**src/rtl/game_pkg.sv**
```systemverilog
// Shared game definitions for the whack-a-mole datapath.
// Used by the scheduler, its bus interface, and the I/O and display blocks.
//   state_t   : game sequencer state (IDLE, GAP, SHOW, DONE)
//   HOLE_W    : width of a hole index
//   NUM_HOLES : number of holes (one-hot mole display width)
//   SCORE_W   : width of the hit and miss counts
package game_pkg;

    typedef enum logic [1:0] {
        IDLE = 2'd0,
        GAP  = 2'd1,
        SHOW = 2'd2,
        DONE = 2'd3
    } state_t;

    localparam int HOLE_W    = 3;
    localparam int NUM_HOLES = 8;
    localparam int SCORE_W   = 8;

    // Never raise the mole in the same hole twice in a row: step to the next hole.
    function automatic logic [HOLE_W-1:0] pick_hole(input logic [HOLE_W-1:0] rnd,
                                                    input logic [HOLE_W-1:0] prev);
        return (rnd == prev) ? rnd + HOLE_W'(1) : rnd;
    endfunction

endpackage

```
**src/rtl/mole_scheduler_if.sv**
```systemverilog
// Bus between the mole scheduler and its surroundings (random8 source,
// button front-end, LED display).
//   start/stop        : round control
//   rnd_data          : free-running random byte
//   hit_valid/hit_hole: player strike
//   mole              : one-hot raised mole
//   hit/miss/wrong_pulse, score, misses, done : game results
// modport slave  : the scheduler
// modport master : the environment driving it
interface mole_scheduler_if;
    import game_pkg::*;

    logic                 start;
    logic                 stop;
    logic [7:0]           rnd_data;
    logic                 hit_valid;
    logic [HOLE_W-1:0]    hit_hole;
    logic [NUM_HOLES-1:0] mole;
    logic                 hit_pulse;
    logic                 miss_pulse;
    logic                 wrong_pulse;
    logic [SCORE_W-1:0]   score;
    logic [SCORE_W-1:0]   misses;
    logic                 done;

    modport master (
        output start, stop, rnd_data, hit_valid, hit_hole,
        input  mole, hit_pulse, miss_pulse, wrong_pulse, score, misses, done
    );

    modport slave (
        input  start, stop, rnd_data, hit_valid, hit_hole,
        output mole, hit_pulse, miss_pulse, wrong_pulse, score, misses, done
    );

endinterface

```
**src/rtl/countdown_timer.sv**
```systemverilog
// Loadable down-counter that stops at zero.
//   clock, resetn : clock, asynchronous active-low reset
//   load          : load load_value this edge (takes priority over counting)
//   load_value    : value to load
//   zero          : counter currently reads zero
module countdown_timer #(
    parameter int CNT_W = 24
) (
    input  logic             clock,
    input  logic             resetn,
    input  logic             load,
    input  logic [CNT_W-1:0] load_value,
    output logic             zero
);

    logic [CNT_W-1:0] cnt;

    always_ff @(posedge clock or negedge resetn) begin
        if (!resetn) begin
            cnt <= '0;
        end else if (load) begin
            cnt <= load_value;
        end else if (cnt != '0) begin
            cnt <= cnt - 1'b1;
        end
    end

    assign zero = (cnt == '0);

endmodule

```
**src/rtl/mole_scheduler.sv**
```systemverilog
// Whack-a-mole game sequencer. Picks holes and gaps from the random byte,
// drives the one-hot mole display, judges strikes and keeps the round score.
//   clock, resetn : clock, asynchronous active-low reset
//   bus (slave)   : start/stop, rnd_data, hit_valid/hit_hole in;
//                   mole, hit/miss/wrong pulses, score, misses, done out
// All outputs are registered. One countdown timer serves both the GAP and
// SHOW phases since they never overlap.
module mole_scheduler
    import game_pkg::*;
#(
    parameter int GAP_BASE    = 1000,
    parameter int GAP_SHIFT   = 6,
    parameter int SHOW_CYCLES = 5000,
    parameter int MAX_MISSES  = 5,
    parameter int CNT_W       = 24
) (
    input  logic        clock,
    input  logic        resetn,
    mole_scheduler_if.slave bus
);

    state_t               state, state_nxt;
    logic [HOLE_W-1:0]    prev_hole, prev_hole_nxt, new_hole;
    logic [NUM_HOLES-1:0] mole_q, mole_nxt;
    logic                 hit_q, hit_nxt, miss_q, miss_nxt, wrong_q, wrong_nxt, done_q;
    logic [SCORE_W-1:0]   score_q, score_nxt, misses_q, misses_nxt;
    logic                 t_load, t_zero;
    logic [CNT_W-1:0]     t_value;
    logic                 hit_ok, last_miss;

    function automatic logic [CNT_W-1:0] gap_load(input logic [7:0] rnd);
        return CNT_W'(GAP_BASE) + (CNT_W'(rnd[7:3]) << GAP_SHIFT);
    endfunction

    function automatic logic [SCORE_W-1:0] sat_inc(input logic [SCORE_W-1:0] v,
                                                   input logic [SCORE_W-1:0] lim);
        return (v >= lim) ? v : v + 1'b1;
    endfunction

    // prev_hole doubles as the hole currently raised while in SHOW.
    assign new_hole  = pick_hole(bus.rnd_data[HOLE_W-1:0], prev_hole);
    assign hit_ok    = bus.hit_valid && (bus.hit_hole == prev_hole);
    assign last_miss = (misses_q == SCORE_W'(MAX_MISSES - 1));

    countdown_timer #(.CNT_W(CNT_W)) u_timer (
        .clock      (clock),
        .resetn     (resetn),
        .load       (t_load),
        .load_value (t_value),
        .zero       (t_zero)
    );

    always_ff @(posedge clock or negedge resetn) begin
        if (!resetn) state <= IDLE;
        else         state <= state_nxt;
    end

    always_comb begin
        state_nxt = state;
        if (bus.stop) begin
            state_nxt = IDLE;
        end else begin
            case (state)
                IDLE, DONE: if (bus.start) state_nxt = GAP;
                GAP:        if (t_zero) state_nxt = SHOW;
                SHOW: begin
                    if (hit_ok)      state_nxt = GAP;
                    else if (t_zero) state_nxt = last_miss ? DONE : GAP;
                end
                default:    state_nxt = IDLE;
            endcase
        end
    end

    always_comb begin
        mole_nxt      = mole_q;
        prev_hole_nxt = prev_hole;
        score_nxt     = score_q;
        misses_nxt    = misses_q;
        hit_nxt       = 1'b0;
        miss_nxt      = 1'b0;
        wrong_nxt     = 1'b0;
        t_load        = 1'b0;
        t_value       = '0;
        if (bus.stop) begin
            // Abort: clear the timer, keep the counts for display.
            mole_nxt = '0;
            t_load   = 1'b1;
        end else begin
            case (state)
                IDLE, DONE: begin
                    if (bus.start) begin
                        score_nxt  = '0;
                        misses_nxt = '0;
                        mole_nxt   = '0;
                        t_load     = 1'b1;
                        t_value    = gap_load(bus.rnd_data);
                    end
                end
                GAP: begin
                    wrong_nxt = bus.hit_valid;
                    if (t_zero) begin
                        prev_hole_nxt = new_hole;
                        mole_nxt      = {{(NUM_HOLES-1){1'b0}}, 1'b1} << new_hole;
                        t_load        = 1'b1;
                        t_value       = CNT_W'(SHOW_CYCLES - 1);
                    end
                end
                SHOW: begin
                    if (hit_ok) begin
                        // A correct strike on the timeout cycle still counts as a hit.
                        hit_nxt   = 1'b1;
                        score_nxt = sat_inc(score_q, {SCORE_W{1'b1}});
                        mole_nxt  = '0;
                        t_load    = 1'b1;
                        t_value   = gap_load(bus.rnd_data);
                    end else begin
                        wrong_nxt = bus.hit_valid;
                        if (t_zero) begin
                            miss_nxt   = 1'b1;
                            misses_nxt = sat_inc(misses_q, SCORE_W'(MAX_MISSES));
                            mole_nxt   = '0;
                            if (!last_miss) begin
                                t_load  = 1'b1;
                                t_value = gap_load(bus.rnd_data);
                            end
                        end
                    end
                end
                default: mole_nxt = '0;
            endcase
        end
    end

    always_ff @(posedge clock or negedge resetn) begin
        if (!resetn) begin
            mole_q    <= '0;
            prev_hole <= '0;
            score_q   <= '0;
            misses_q  <= '0;
            hit_q     <= 1'b0;
            miss_q    <= 1'b0;
            wrong_q   <= 1'b0;
            done_q    <= 1'b0;
        end else begin
            mole_q    <= mole_nxt;
            prev_hole <= prev_hole_nxt;
            score_q   <= score_nxt;
            misses_q  <= misses_nxt;
            hit_q     <= hit_nxt;
            miss_q    <= miss_nxt;
            wrong_q   <= wrong_nxt;
            done_q    <= (state_nxt == DONE);
        end
    end

    assign bus.mole        = mole_q;
    assign bus.hit_pulse   = hit_q;
    assign bus.miss_pulse  = miss_q;
    assign bus.wrong_pulse = wrong_q;
    assign bus.score       = score_q;
    assign bus.misses      = misses_q;
    assign bus.done        = done_q;

endmodule

```
**src/flat_wrapper.sv**
```systemverilog
// flat-port wrapper written by rule: the top's interface ports become plain ports
module mole_scheduler_flat import game_pkg::*;
#(
    parameter int GAP_BASE    = 1000,
    parameter int GAP_SHIFT   = 6,
    parameter int SHOW_CYCLES = 5000,
    parameter int MAX_MISSES  = 5,
    parameter int CNT_W       = 24
)
  (clock, resetn, bus_start, bus_stop, bus_rnd_data, bus_hit_valid, bus_hit_hole, bus_mole, bus_hit_pulse, bus_miss_pulse, bus_wrong_pulse, bus_score, bus_misses, bus_done);
  mole_scheduler_if bus_i ();
  input  logic clock;
  input  logic resetn;
  input wire logic [$bits(bus_i.start)-1:0] bus_start;
  input wire logic [$bits(bus_i.stop)-1:0] bus_stop;
  input wire logic [$bits(bus_i.rnd_data)-1:0] bus_rnd_data;
  input wire logic [$bits(bus_i.hit_valid)-1:0] bus_hit_valid;
  input wire logic [$bits(bus_i.hit_hole)-1:0] bus_hit_hole;
  output wire logic [$bits(bus_i.mole)-1:0] bus_mole;
  output wire logic [$bits(bus_i.hit_pulse)-1:0] bus_hit_pulse;
  output wire logic [$bits(bus_i.miss_pulse)-1:0] bus_miss_pulse;
  output wire logic [$bits(bus_i.wrong_pulse)-1:0] bus_wrong_pulse;
  output wire logic [$bits(bus_i.score)-1:0] bus_score;
  output wire logic [$bits(bus_i.misses)-1:0] bus_misses;
  output wire logic [$bits(bus_i.done)-1:0] bus_done;
  assign bus_i.start = bus_start;
  assign bus_i.stop = bus_stop;
  assign bus_i.rnd_data = bus_rnd_data;
  assign bus_i.hit_valid = bus_hit_valid;
  assign bus_i.hit_hole = bus_hit_hole;
  assign bus_mole = bus_i.mole;
  assign bus_hit_pulse = bus_i.hit_pulse;
  assign bus_miss_pulse = bus_i.miss_pulse;
  assign bus_wrong_pulse = bus_i.wrong_pulse;
  assign bus_score = bus_i.score;
  assign bus_misses = bus_i.misses;
  assign bus_done = bus_i.done;
  mole_scheduler #(.GAP_BASE(GAP_BASE), .GAP_SHIFT(GAP_SHIFT), .SHOW_CYCLES(SHOW_CYCLES), .MAX_MISSES(MAX_MISSES), .CNT_W(CNT_W)) u_core (.clock(clock), .resetn(resetn), .bus(bus_i));
endmodule
```
**config.mk**
```make
export PLATFORM = sky130hd
export DESIGN_NAME = mole_scheduler_flat
export DESIGN_NICKNAME = d
export VERILOG_FILES = /design/src/rtl/game_pkg.sv /design/src/rtl/mole_scheduler_if.sv /design/src/rtl/countdown_timer.sv /design/src/rtl/mole_scheduler.sv /design/src/flat_wrapper.sv
export SDC_FILE = /design/constraint.sdc
export NUM_CORES = 1
export LEC_CHECK = 0
export ABC_AREA = 1
export BUFFER_PORTS_ARGS = -buffer_cell sky130_fd_sc_hd__buf_2
export CAP_MARGIN = 10
export CORE_MARGIN = 3
export CORE_UTILIZATION = 40
export DETAILED_ROUTE_END_ITERATION = 8
export PLACE_DENSITY_LB_ADDON = 0.1
export SYNTH_ARGS = -nofsm -noshare
export SYNTH_HDL_FRONTEND = slang
export SYNTH_SLANG_ARGS = --single-unit
export TNS_END_PERCENT = 50
```
**constraint.sdc**
```tcl
create_clock -name clock -period 6.2 [get_ports clock]
set_input_delay 0.31 -clock clock [delete_from_list [all_inputs] [get_ports clock]]
set_output_delay 0.31 -clock clock [all_outputs]
set_load 0.05 [all_outputs]
```
==> run summary <==
status -> finished, final reports clean
NumNets Final -> 510
Setup TNS -> 0 ns
asr flop ratio synth -> 1.000
GRT overflow -> 0
DIE HEIGHT -> 98.83 um
# setup viols final -> 0
fin crit share -> 0.3681
CTS resizes -> 0
DRC violations left -> 0
htree depth -> 3
cell row count -> 33
routed wire length -> 7425 um
Tot GR Track Use -> 0.1654
CTS tree -> done
DP HPWL -> 5468 um
Power Density -> 304.6 nW/um^2
Initial Util -> 0.4153
Clock Pin Slew Worst Setup and Hold Paths -> 0.07 ns
Synth area leaders -> dfrtp_1 41%, nand2_1 10%, inv_1 5.7%
Tot Pwr -> 1.202 mW
Clock Path Buffers -> 2
CTS Buf Count -> 9
synthesized area -> 3447 um^2
CP endpoint kind -> register
initial antenna violation count -> 0
initial DRC count -> 74
Hold Vio Cnt, Final -> 0
critical path arrival -> 2.56 ns
Leakage -> 2.126 nW
Mapped Avg Cell Area -> 7.924 um^2
area leader, netlist -> dfrtp_1
worst slack, placed -> 3.918 ns
hold_buf cts -> 0
largest net degree at the start of global routing -> 58
vias in the first global route -> 2,833
Avg WL per Cell -> 12.50 um
worst-path fanout max -> 17
RD Place Congestion -> 0.8519
max_slew headroom -> 0.5142
worst-case reg-to-reg path depth -> 14
RSZ-0062 raised after global routing -> no
Area Overhead vs Synth -> 14.48%
first-pass GRT wire length -> 13,140 um
Die Wd -> 98.83 um
Pins Over Slew Limit -> 0
Vias/cell -> 4.774
drt pass-1 iters -> 4
syn nets -> 461
Antenna Diode Count -> 0
post-synthesis sequential area ratio -> 0.4138
Yosys Warn Count -> 0
Hold WC Path Type -> in -> async
ANT nets after route -> 0
die area -> 9767 um^2
layout cells sized above 1 -> 0.1943
Setup crit start kind -> register
FF+latch count, synth -> 57
Synth top cells by count -> 95 x nand2_1, 57 x dfrtp_1, 52 x inv_1, 52 x nor2_1, 35 x nand3_1
Top FF cell, synth -> dfrtp_1
unique cell type count in the Yosys netlist -> 40
num ports -> 44
CP required -> 6.48 ns
most frequent cell after synthesis -> nand2_1
Via Count -> 2,836
IO buf count -> 43
Slew @ Worst Pin -> 0.7288 ns
Final min period -> 2.282 ns
post-route worst setup slack -> 3.918 ns
Post-Syn Instances -> 435
max cap viols -> 0
Peak VDD IR -> 0.1284 mV
CTS Sinks -> 57
number of flops mapped to enable cells by yosys -> 0
clk_skew -> 0.008662 ns
Post-CTS Setup Inserts -> 0
clk_lat worst skew -> 0.34 ns
core area -> 8299 um^2
Max Clock Freq -> 438.2 MHz
WS Path Type -> reg -> reg
CTS root buf -> clkbuf_8
Synth top area share -> 0.4138
[per-layer routing]
metal / GRT usage / vias to the layer above / wire length, um
li1: - / 1482 / -
met1: 0.2125 / 1298 / 3461
met2: 0.2696 / 50 / 3608
met3: 0.04388 / 6 / 289
met4: 0.05672 / 0 / 66
met5: 0 / - / 0
[cells in the final DEF, fill, tap and decap left out, types with 2 or more instances in the layout]
cell type / synthesis / routed
nand3_1: 35 / 35
o21ai_0: 25 / 25
clkinv_2: 0 / 4
xnor2_1: 13 / 13
nor2_4: 5 / 5
nand2_2: 5 / 5
nand4_1: 7 / 7
dfrtp_1: 57 / 57
buf_2: 1 / 43
nor2_1: 52 / 52
xor2_1: 16 / 16
ha_1: 10 / 10
a21oi_1: 14 / 14
inv_1: 52 / 52
nor2_2: 5 / 5
nor3_1: 7 / 7
or2_2: 4 / 4
nor3b_1: 2 / 2
mux2_2: 2 / 2
nand3_2: 3 / 3
o21a_1: 2 / 2
inv_2: 2 / 2
nand2_4: 2 / 2
clkbuf_8: 0 / 10
nand2_1: 95 / 95
[sequential cells by signal (all words and copies together), names as in the netlist]
signal	flops
u_core.bus.miss_pulse	1
u_core.bus.hit_pulse	1
u_core.bus.mole	8
u_core.state	2
u_core.bus.score	8
u_core.bus.done	1
u_core.bus.misses	8
u_core.bus.wrong_pulse	1
u_core.u_timer.cnt	24
u_core.prev_hole	3
[final timing paths]
check | end | startpoint | slack (ns)
max | u_core.u_timer.cnt[0]$_DFFE_PN0P_ | u_core.u_timer.cnt[0]$_DFFE_PN0P_ | 3.92
min | u_core.u_timer.cnt[12]$_DFFE_PN0P_ | resetn | 0.09
max reg2reg | u_core.u_timer.cnt[0]$_DFFE_PN0P_ | u_core.u_timer.cnt[0]$_DFFE_PN0P_ | 3.92
min reg2reg | u_core.bus.mole[0]$_DFFE_PN0P_ | u_core.bus.mole[0]$_DFFE_PN0P_ | 0.48
max in group asynchronous | u_core.u_timer.cnt[22]$_DFFE_PN0P_ | resetn | 5.59
min in group clock | u_core.bus.wrong_pulse$_DFF_PN0_ | bus_hit_valid | 0.23
[per-stage QoR]
stage | instances | hold WS [ns] | area (um^2) | util
2_1_floorplan | 435 | 0.01441 | 3447 | -
3_3_place_gp | 578 | 0.4625 | 3751 | 0.4520
3_5_place_dp | 578 | 0.4685 | 3751 | 0.4520
4_1_cts | 594 | 0.1430 | 3946 | 0.4755
5_1_grt | 594 | 0.1751 | 3946 | 0.4755
6_report | 594 | 0.08999 | 3946 | 0.4755
[area by class of cell]
| cell class | count | area, um^2 |
|---|---|---|
| clock inverters | 6 | 57.56 |
| repair buffers | 44 | 222.7 |
| well taps | 105 | 131.4 |
| multi-input cells | 316 | 1753 |
| inverters | 56 | 217.7 |
| clock buffers | 10 | 137.6 |
| flip-flops and latches | 57 | 1426 |
| fillers | 821 | 4353 |
[critical path: stages, from the launching register on]
cell and delay (ns):
dfrtp_1 0.41, inv_1 0.09, ha_1 0.18, nand2_1 0.13
nor2_4 0.16, nand3_2 0.32, nand2_2 0.21, nand3_2 0.09
nand2_2 0.12, nand2_4 0.11, nand2_8 0.15, nor2_8 0.06
inv_6 0.09, nand2_1 0.05, nand2_1 0.05
[where the power goes]
group	leakage [nW]	switching, mW	internal [mW]
registers	0.776	0.0429	0.413
clock network	0.102	0.156	0.193
logic	1.25	0.252	0.144
[cells by family (layout without fill, tap and decap cells)]
group | count (synthesis) | after routing | synth area share
AND/OR/NAND/NOR | 228 | 228 | 0.3169
buffers and inverters | 62 | 116 | 0.07768
flip-flops | 57 | 57 | 0.4138
AO/OA/AOI/OAI | 46 | 46 | 0.07224
XOR/XNOR | 29 | 29 | 0.07368
adder cells (fa/ha/maj) | 10 | 10 | 0.03630
multiplexers | 3 | 3 | 0.009437
No activity file was read; power rests on OpenSTA's default activity.
